[config.mk]
export PLATFORM = sky130hd
export DESIGN_NAME = dmem_responder
export DESIGN_NICKNAME = d
export VERILOG_FILES = /design/src/rtl/dmem_responder.sv
export SDC_FILE = /design/constraint.sdc
export NUM_CORES = 2
export LEC_CHECK = 0
export CORE_ASPECT_RATIO = 2
export CORE_UTILIZATION = 40
export DETAILED_ROUTE_END_ITERATION = 10
export GPL_TIMING_DRIVEN = 1
export PLACE_DENSITY = 0.58
export SLEW_MARGIN = 40
export SYNTH_ARGS = -nofsm -noshare
export SYNTH_HDL_FRONTEND = slang
export SYNTH_SLANG_ARGS = --single-unit
export TNS_END_PERCENT = 20
[constraint.sdc]
create_clock -name clk -period 9.05 [get_ports clk]
set_input_delay 1.3575 -clock clk [delete_from_list [all_inputs] [get_ports clk]]
set_output_delay 1.3575 -clock clk [all_outputs]
set_load 0.05 [all_outputs]
[src/rtl/dmem_responder.sv]
// Data-memory responder: one request at a time over valid/ready, a programmable
// wait-state count, then byte/half/word access to an internal word RAM with an
// error response for misaligned, out-of-range or illegal-size requests.
module dmem_responder #(
    parameter int unsigned DEPTH_WORDS = 64,
    parameter int unsigned LATENCY     = 2
) (
    input  logic        clk,
    input  logic        reset,
    input  logic        req_valid,
    output logic        req_ready,
    input  logic        req_we,
    input  logic [31:0] req_addr,
    input  logic [1:0]  req_size,
    input  logic        req_unsigned,
    input  logic [31:0] req_wdata,
    output logic        resp_valid,
    input  logic        resp_ready,
    output logic [31:0] resp_rdata,
    output logic        resp_err
);

    localparam int unsigned IdxW    = (DEPTH_WORDS > 1) ? $clog2(DEPTH_WORDS) : 1;
    localparam logic [3:0]  LatLast = 4'(LATENCY);

    typedef enum logic [1:0] {StIdle, StWait, StResp} state_e;

    state_e      state_q, state_d;
    logic [3:0]  cnt_q, cnt_d;
    logic [31:0] rdata_q, rdata_d;
    logic        err_q, err_d;

    logic        we_q;
    logic [31:0] addr_q;
    logic [1:0]  size_q;
    logic        uns_q;
    logic [31:0] wdata_q;

    logic [31:0] mem [DEPTH_WORDS];

    logic            accept;
    logic            do_access;
    logic            access_err;
    logic [IdxW-1:0] idx;
    logic [31:0]     rword;
    logic [7:0]      byte_sel;
    logic [15:0]     half_sel;
    logic [31:0]     load_data;
    logic [3:0]      wmask;
    logic [31:0]     wword;

    assign accept     = req_valid && (state_q == StIdle);
    assign idx        = addr_q[IdxW+1:2];
    assign rword      = mem[idx];
    assign resp_rdata = rdata_q;
    assign resp_err   = err_q;

    // Classify the latched request: illegal size, misalignment or beyond the RAM.
    always_comb begin
        access_err = 1'b0;
        if (size_q == 2'b11) access_err = 1'b1;
        if (size_q == 2'b01 && addr_q[0]) access_err = 1'b1;
        if (size_q == 2'b10 && addr_q[1:0] != 2'b00) access_err = 1'b1;
        if (addr_q[31:2] >= 30'(DEPTH_WORDS)) access_err = 1'b1;
    end

    // Select the addressed lane(s) of the read word and extend to 32 bits.
    always_comb begin
        byte_sel = rword[7:0];
        unique case (addr_q[1:0])
            2'd0: byte_sel = rword[7:0];
            2'd1: byte_sel = rword[15:8];
            2'd2: byte_sel = rword[23:16];
            2'd3: byte_sel = rword[31:24];
            default: byte_sel = rword[7:0];
        endcase
        half_sel  = addr_q[1] ? rword[31:16] : rword[15:0];
        load_data = rword;
        case (size_q)
            2'b00: load_data = uns_q ? {24'b0, byte_sel} : {{24{byte_sel[7]}}, byte_sel};
            2'b01: load_data = uns_q ? {16'b0, half_sel} : {{16{half_sel[15]}}, half_sel};
            default: load_data = rword;
        endcase
    end

    // Byte-lane enables and replicated store data so each lane sees its slice.
    always_comb begin
        wmask = 4'b1111;
        wword = wdata_q;
        case (size_q)
            2'b00: begin
                wmask = 4'b0001 << addr_q[1:0];
                wword = {4{wdata_q[7:0]}};
            end
            2'b01: begin
                wmask = addr_q[1] ? 4'b1100 : 4'b0011;
                wword = {2{wdata_q[15:0]}};
            end
            default: begin
                wmask = 4'b1111;
                wword = wdata_q;
            end
        endcase
    end

    // FSM next state, handshake outputs and response data. WAIT always lasts
    // LATENCY+1 cycles, so the response appears LATENCY+1 edges after acceptance.
    always_comb begin
        state_d    = state_q;
        cnt_d      = cnt_q;
        rdata_d    = rdata_q;
        err_d      = err_q;
        do_access  = 1'b0;
        req_ready  = 1'b0;
        resp_valid = 1'b0;
        unique case (state_q)
            StIdle: begin
                req_ready = 1'b1;
                if (req_valid) begin
                    state_d = StWait;
                    cnt_d   = 4'd0;
                end
            end
            StWait: begin
                if (cnt_q == LatLast) begin
                    do_access = 1'b1;
                    state_d   = StResp;
                    err_d     = access_err;
                    rdata_d   = (access_err || we_q) ? 32'b0 : load_data;
                end else begin
                    cnt_d = cnt_q + 4'd1;
                end
            end
            StResp: begin
                resp_valid = 1'b1;
                if (resp_ready) begin
                    // Return outputs to their idle values once consumed.
                    state_d = StIdle;
                    rdata_d = 32'b0;
                    err_d   = 1'b0;
                end
            end
            default: state_d = StIdle;
        endcase
    end

    // State, counter and response registers.
    always_ff @(posedge clk or posedge reset) begin
        if (reset) begin
            state_q <= StIdle;
            cnt_q   <= 4'd0;
            rdata_q <= 32'b0;
            err_q   <= 1'b0;
        end else begin
            state_q <= state_d;
            cnt_q   <= cnt_d;
            rdata_q <= rdata_d;
            err_q   <= err_d;
        end
    end

    // Capture the request on acceptance; held for the whole transaction.
    always_ff @(posedge clk or posedge reset) begin
        if (reset) begin
            we_q    <= 1'b0;
            addr_q  <= 32'b0;
            size_q  <= 2'b00;
            uns_q   <= 1'b0;
            wdata_q <= 32'b0;
        end else if (accept) begin
            we_q    <= req_we;
            addr_q  <= req_addr;
            size_q  <= req_size;
            uns_q   <= req_unsigned;
            wdata_q <= req_wdata;
        end
    end

    // RAM write port: only a good store at the access step touches the array.
    always_ff @(posedge clk) begin
        if (do_access && we_q && !access_err) begin
            for (int l = 0; l < 4; l++) begin
                if (wmask[l]) mem[idx][8*l +: 8] <= wword[8*l +: 8];
            end
        end
    end

endmodule
# After elaboration in Yosys (flattened, before gate mapping)
# Memory sizes are Yosys's and may differ from the RTL's.
# Index checks and enable logic that the tools add are counted.
# Widths: inputs -> output; s select.
dict set report totals {
  register_bits 107
  mem_bits_rw 2048
  input_bits 72
  out_inout_bits 35
  wordCells 84
  n_memories 1
}
dict set report op_classes {
  addsub 1
  magnitude_cmp 1
  n_eq_ne 13
  n_shift 1
  n_mux 42
  n_reduce_logical 16
}
# memory depth width rd rd_ports_with_merged_regs wr line_no
set mem_list {}
lappend mem_list {mem 64 32 1 0 1 39} ;# logic [31:0] mem [DEPTH_WORDS];
# operator count
set op_table {}
lappend op_table {{$pmux 32 s2} 3}
lappend op_table {{$mux 32} 5}
lappend op_table {{$pmux 8 s4} 1}
lappend op_table {{$ge 30x7->1 const B} 1}
lappend op_table {{$mux 1} 22}
lappend op_table {{$mux 16} 1}
lappend op_table {{$pmux 4 s2} 2}
lappend op_table {{$mux 4} 3}
lappend op_table {{$eq 2x2->1 const B} 5}
lappend op_table {{$reduce_and 3->1} 3}
lappend op_table {{$ne 2x2->1 const B} 4}
lappend op_table {{$eq 2x1->1 const B} 3}
lappend op_table {{$logic_not 2->1} 3}
lappend op_table {{$mux 2} 3}
lappend op_table {{$pmux 2 s3} 1}
lappend op_table {{$reduce_bool 2->1} 3}
lappend op_table {{$logic_and 1x1->1} 5}
lappend op_table {{$add 4x1->4 const B} 1}
lappend op_table {{$eq 4x2->1 const B} 1}
lappend op_table {{$shl 1x2->4 const A} 1}
lappend op_table {{$pmux 1 s2} 1}
lappend op_table {{$logic_not 1->1} 1}
lappend op_table {{$logic_or 1x1->1} 1}

# Longest topological paths before layout
dict set report depth {
  word_depth 9
  depth_mapped 14
  depth_no_buf 9
}

# Worst setup path before layout
# No wires, ideal clock.
dict set report synth_timing {
  kind {reg-to-reg}
  start {register size_q[0]}
  end {memory mem[0][24], data pin}
  setup_time_ps 702
  arrival_ps 3819
  required_time_ps 8348
  slack_ps 4528
  path_stages_with_launch 5
  n_path_buf 2
  synth_period_minus_slack_ps 4522
  cell_sequence {dfrtp_1 > clkbuf_1 > buf_1 > mux2i_1 > o21ai_0}
}
dict set report synth_between {
  elab_chain_cells 2
  word_cells_on_any_way 3
  cone_classes {eq/ne: 1; mux: 1; reduce/logical: 1}
}
# item line_no
set synth_lines {}
lappend synth_lines {{from (decl)} 35} ;# logic [1:0] size_q;
lappend synth_lines {{from (signal assigned)} 173} ;# size_q <= req_size;
lappend synth_lines {{$eq 2x1->1 or $logic_not 2->1 (tied branches)} 90} ;# case (size_q)
lappend synth_lines {{$pmux 32 s2 (*)} 90}
lappend synth_lines {{via wword[24]} 50} ;# logic [31:0] wword;
lappend synth_lines {{to (decl)} 39}
# The timed path passes the listed nets; every way through them passes the cells marked *.

# Final worst setup path
dict set report layout_timing {
  start {register addr_q[2]}
  end {register rdata_q[5], in the netlist resp_rdata[5]}
}
dict set report layout_between {
  elab_chain_cells 7
  word_cells_on_any_way 12
  cone_classes {order compare: 1; mux: 9; reduce/logical: 1; memory: 1}
}
# item line_no
set layout_lines {}
lappend layout_lines {{from (decl)} 34} ;# logic [31:0] addr_q;
lappend layout_lines {{from (signal assigned)} 172} ;# addr_q <= req_addr;
lappend layout_lines {{$mem_v2 64x32} n/a}
lappend layout_lines {{$pmux 8 s4 or $mux 16 (tied branches)} {70, 77}}
lappend layout_lines {{$mux 32 (on tied branches)} {80, 81}}
lappend layout_lines {{$pmux 32 s2} 79} ;# case (size_q)
lappend layout_lines {{$mux 32 (*)} 129} ;# rdata_d = (access_err || we_q) ? 32'b0 : load_data;
lappend layout_lines {{$mux 32 (*)} 125} ;# if (cnt_q == LatLast) begin
lappend layout_lines {{$pmux 32 s2 (*)} 116} ;# unique case (state_q)
lappend layout_lines {{to (signal assigned)} 157} ;# rdata_q <= rdata_d;
lappend layout_lines {{to (decl)} 30} ;# logic [31:0] rdata_q, rdata_d;
# Every way passes the cells marked *; elsewhere a longest branch is shown, timed or not. The select of a mux whose other input is x is not followed.
# A chain may end at the register's enable or synchronous reset.

==> results <==
- The count of standard-cell rows is 237.
- The maximum level of the CTS H-tree is 4.
- The cell chosen for the clock root is clkbuf_16.
- Measured in cells, the most critical reg-to-reg path has a length of 11.
- The launch point of the worst hold path is addr_q[13]$_DFFE_PP0P_.
- The data required time at the worst endpoint is 9.77 ns.
- The endpoint of the most critical register-to-register path is resp_rdata[5]$_DFFE_PP0P_.
- The worst-margin pin slew is 1.020 ns.
- The final max-slew violation count came to 0.
- The setup fix buffers added after clock tree synthesis is 0.
- The dominant synthesized flop cell is edfxtp_1.
- The share of synthesized area in the top cell type comes to 73.44%.
- The run finished with clean final reports.
- In this run the tool buffered the top-level ports with 106 buffer cells.
- The multi-input combinational cells in the finished layout cover a total of 18920 µm².
- The total area inside the core boundary comes to 208200 µm².
- Derived from the worst setup path, the maximum achievable clock frequency is 183.7 MHz.
- The global-route wire length before repair is 418.3 mm.
- After detailed routing, the number of remaining DRC violations is 0.
- At the placement stage, the worst setup path has a slack of 3.762 ns.
- A synthesized cell averages 17.30 µm².
- After clock tree synthesis, the clock-pin slew on the worst setup and hold paths is 0.07 ns.
- For the worst-skew pair, the clock arrives at the later sink with an insertion delay of 0.86 ns.
- The smallest setup slack after layout is 3.605 ns.
- The sum of negative setup slack is 0 ns.
- The aggregate global-route resource usage is 28.87%.
- The number of optimization iterations in the first detailed-route pass is 8.
- The total wire length is 310.1 mm.
- Of the synthesized area, sequential elements account for 76.64%.
- The number of DRC markers after the initial detailed-route iteration is 6726.
- After synthesis, the cell types taking the most area are edfxtp_1, dfrtp_1, a22oi_1.
- Along the worst path, the maximum fanout reaches 37.
- For this configuration, the core starts out at a cell density of 40.23%.
- The average routed wire per standard cell is 39.57 µm.
- The filler cells instantiated in the layout total 17910.
- The number of nets at the end of the flow is 5025.
- The number of warning messages in the yosys log is 0.
- Setup repair after global routing left no endpoint under its margin.
- The number of antenna violations at the first check in global routing came to 6.
- The critical path startpoint category is a register.
- The largest total area in the synthesized netlist belongs to edfxtp_1.
- The clock tree skew after final layout is 0.03969 ns.
- The tool flagged a number of max-cap violations equal to 0.
- The number of setup violations in the final report is 0.
- For this design, the sink count on the clock tree is 2155.
- The total via count in the routed design is 50260.
- The final hold violation count is 0.
- The number of hold buffers added after CTS was 0.
- The worst hold path belongs to the class register to register.
- Power spread over the standard cell area amounts to 360.0 nW/µm².
- The longest clock path from root to sink contains 4 buffers.
- Measured against its own limit, the worst slew margin works out to 31.84%.
- The period utilization is 60.16%.
- The number of cells produced by synthesis is 4841.
- The via count of the first global-routing pass was 49450.
- The TritonCTS clock tree is yes.
- Data arrives at the worst endpoint at 6.17 ns.
- The async set or reset register ratio after synthesis is 4.965%.
- The worst-case hold path end point is addr_q[13]$_DFFE_PP0P_.
- The register-to-register setup slack is 3.61 ns.
- From synthesis to final layout, the design area changed by 13.22%.
- The number of synthesized register bits is 2155.
- The half-perimeter wire length of the detailed placement result is 198.2 mm.
- The endpoint kind of the worst setup timing path is a register.
- In the final layout, flip-flops and latches occupy 64200 µm².
- The number of nets handed over by synthesis was 4915.
- In this run the count of I/O pins placed on the die edge is 107.
- In this run the critical register-to-register path is launched from addr_q[2]$_DFFE_PP0P_.
- The final cell area excluding filler cells is 94820 µm².
- The launch point of the critical path is addr_q[2]$_DFFE_PP0P_.
- The worst hold margin is 0.5069 ns.
- In the layout the commonest cells are edfxtp_1, a22oi_1, nor2_2.
- The number of synthesized flops with an enable pin is 2048.
- Measured along the x axis, the die boundary spans 325.5 µm.
- The smallest clock period supported by the final layout is computed as 5.445 ns.
- The area of the die is 211300 µm².
- The type of the worst setup path is register to register.
- The die is 649.1 µm tall.
- TritonCTS created 180 clock buffers.
- The number of gates resized after CTS was 0.
- The pin count of the biggest net entering global routing is 91.
- Counting instances, the worst hold path has a depth of 1.
- The placed instances occupy a cell area of 89000 µm².
- The share of post-route cells with drive strength above 1 is 20.43%.
- Measured on the finished design, the core utilization comes to 45.55%.
- The worst-case vdd ir drop is 346.5 µV.
- The placer congestion estimate is 0.9358.
- The number of nets with antenna violations after routing is 0.
- Counting distinct cell types in the post-synthesis netlist gives 84.
- The detailed-route vias per instance is 6.413.
- The library cell used most frequently in the layout, excluding fill and tap cells, is edfxtp_1.
- The post-synthesis cell area is 83740 µm².
- The total congestion overflow is 0.
- The leakage power total is 29.19 nW.
==> worst max path at each step <==
stage | endpoint
floorplan | mem[0][24]$_DFFE_PP_
global placement | resp_rdata[12]$_DFFE_PP0P_
detailed placement | resp_rdata[5]$_DFFE_PP0P_
CTS | resp_rdata[5]$_DFFE_PP0P_
global route | resp_rdata[13]$_DFFE_PP0P_
finish | resp_rdata[5]$_DFFE_PP0P_
==> flip-flops by register name, summed over array words and instances, names as in the netlist <==
| register | flops |
|---|---|
| resp_rdata | 32 |
| wdata_q | 32 |
| resp_err | 1 |
| cnt_q | 4 |
| state_q | 2 |
| size_q | 2 |
| we_q | 1 |
| mem | 2048 |
| addr_q | 32 |
| uns_q | 1 |
==> power by group <==
group | internal [mW] | switching [mW]
clock network | 4.19 | 3.59
registers | 13.3 | 0.332
logic | 3.22 | 9.54
==> final cells by class <==
type,count,share of cell area [%]
diodes,3,0.007918
clock buffers,229,5.120
clock inverters,88,0.8221
inverters,16,0.07126
multi-input cells,2326,19.95
flip-flops and latches,2155,67.71
well taps,2748,3.626
repair buffers,272,2.689
==> synthesized netlist by cell type, drive strengths merged, types with 23 or more instances <==
cell type	n
edfxtp	2048
nor2	338
a22oi	312
buf	233
mux2	213
nand2	192
mux2i	191
a221oi	146
a21oi	114
clkbuf	111
dfrtp	107
a22o	87
o21ai	81
mux4	70
a221o	63
a31oi	60
o22ai	50
nand3	34
o2bb2ai	29
nand4	27
nor4	27
a222oi	25
nor3	23
==> through the flow <==
| step | power, mW | std cells |
|---|---|---|
| final | 34.13 | 7837 |
| after global routing | 34.48 | 7835 |
| after detailed placement | 26.12 | 7513 |
| after CTS | 33.72 | 7830 |
| after global placement | 25.76 | 7500 |
| after floorplan | 19.80 | 4841 |
==> per-layer routing <==
layer	routed length [µm]	vias to the layer above	track usage, %
met2	152500	3215	48.81
li1	-	19920	-
met1	98080	26150	31.06
met5	47	-	0
met3	25050	970	4.791
met4	34430	6	25.72
==> critical path: stages (launching register included) <==
cell and delay [ns]:
dfrtp_4 0.70, buf_4 0.68, nor3b_4 0.31, buf_4 0.44, buf_4 0.66, a22oi_1 0.23
a31oi_2 0.64, a221o_1 0.74, nor4_2 0.24, mux2i_1 0.27, nor2_1 0.10, o41ai_1 0.25
==> cell families after synthesis <==
| kind of cell | count (synthesis) | share of synthesized area (%) |
|---|---|---|
| adders and majority gates | 2 | 0.02988 |
| and+or+nand+nor | 754 | 4.225 |
| buffers and inverters | 360 | 2.135 |
| xor gates and xnor gates | 2 | 0.02092 |
| muxes | 474 | 7.034 |
| DFF | 2155 | 76.64 |
| AOI/OAI and AO/OA | 1094 | 9.919 |
Note: power is estimated with default switching activity, not from simulation.
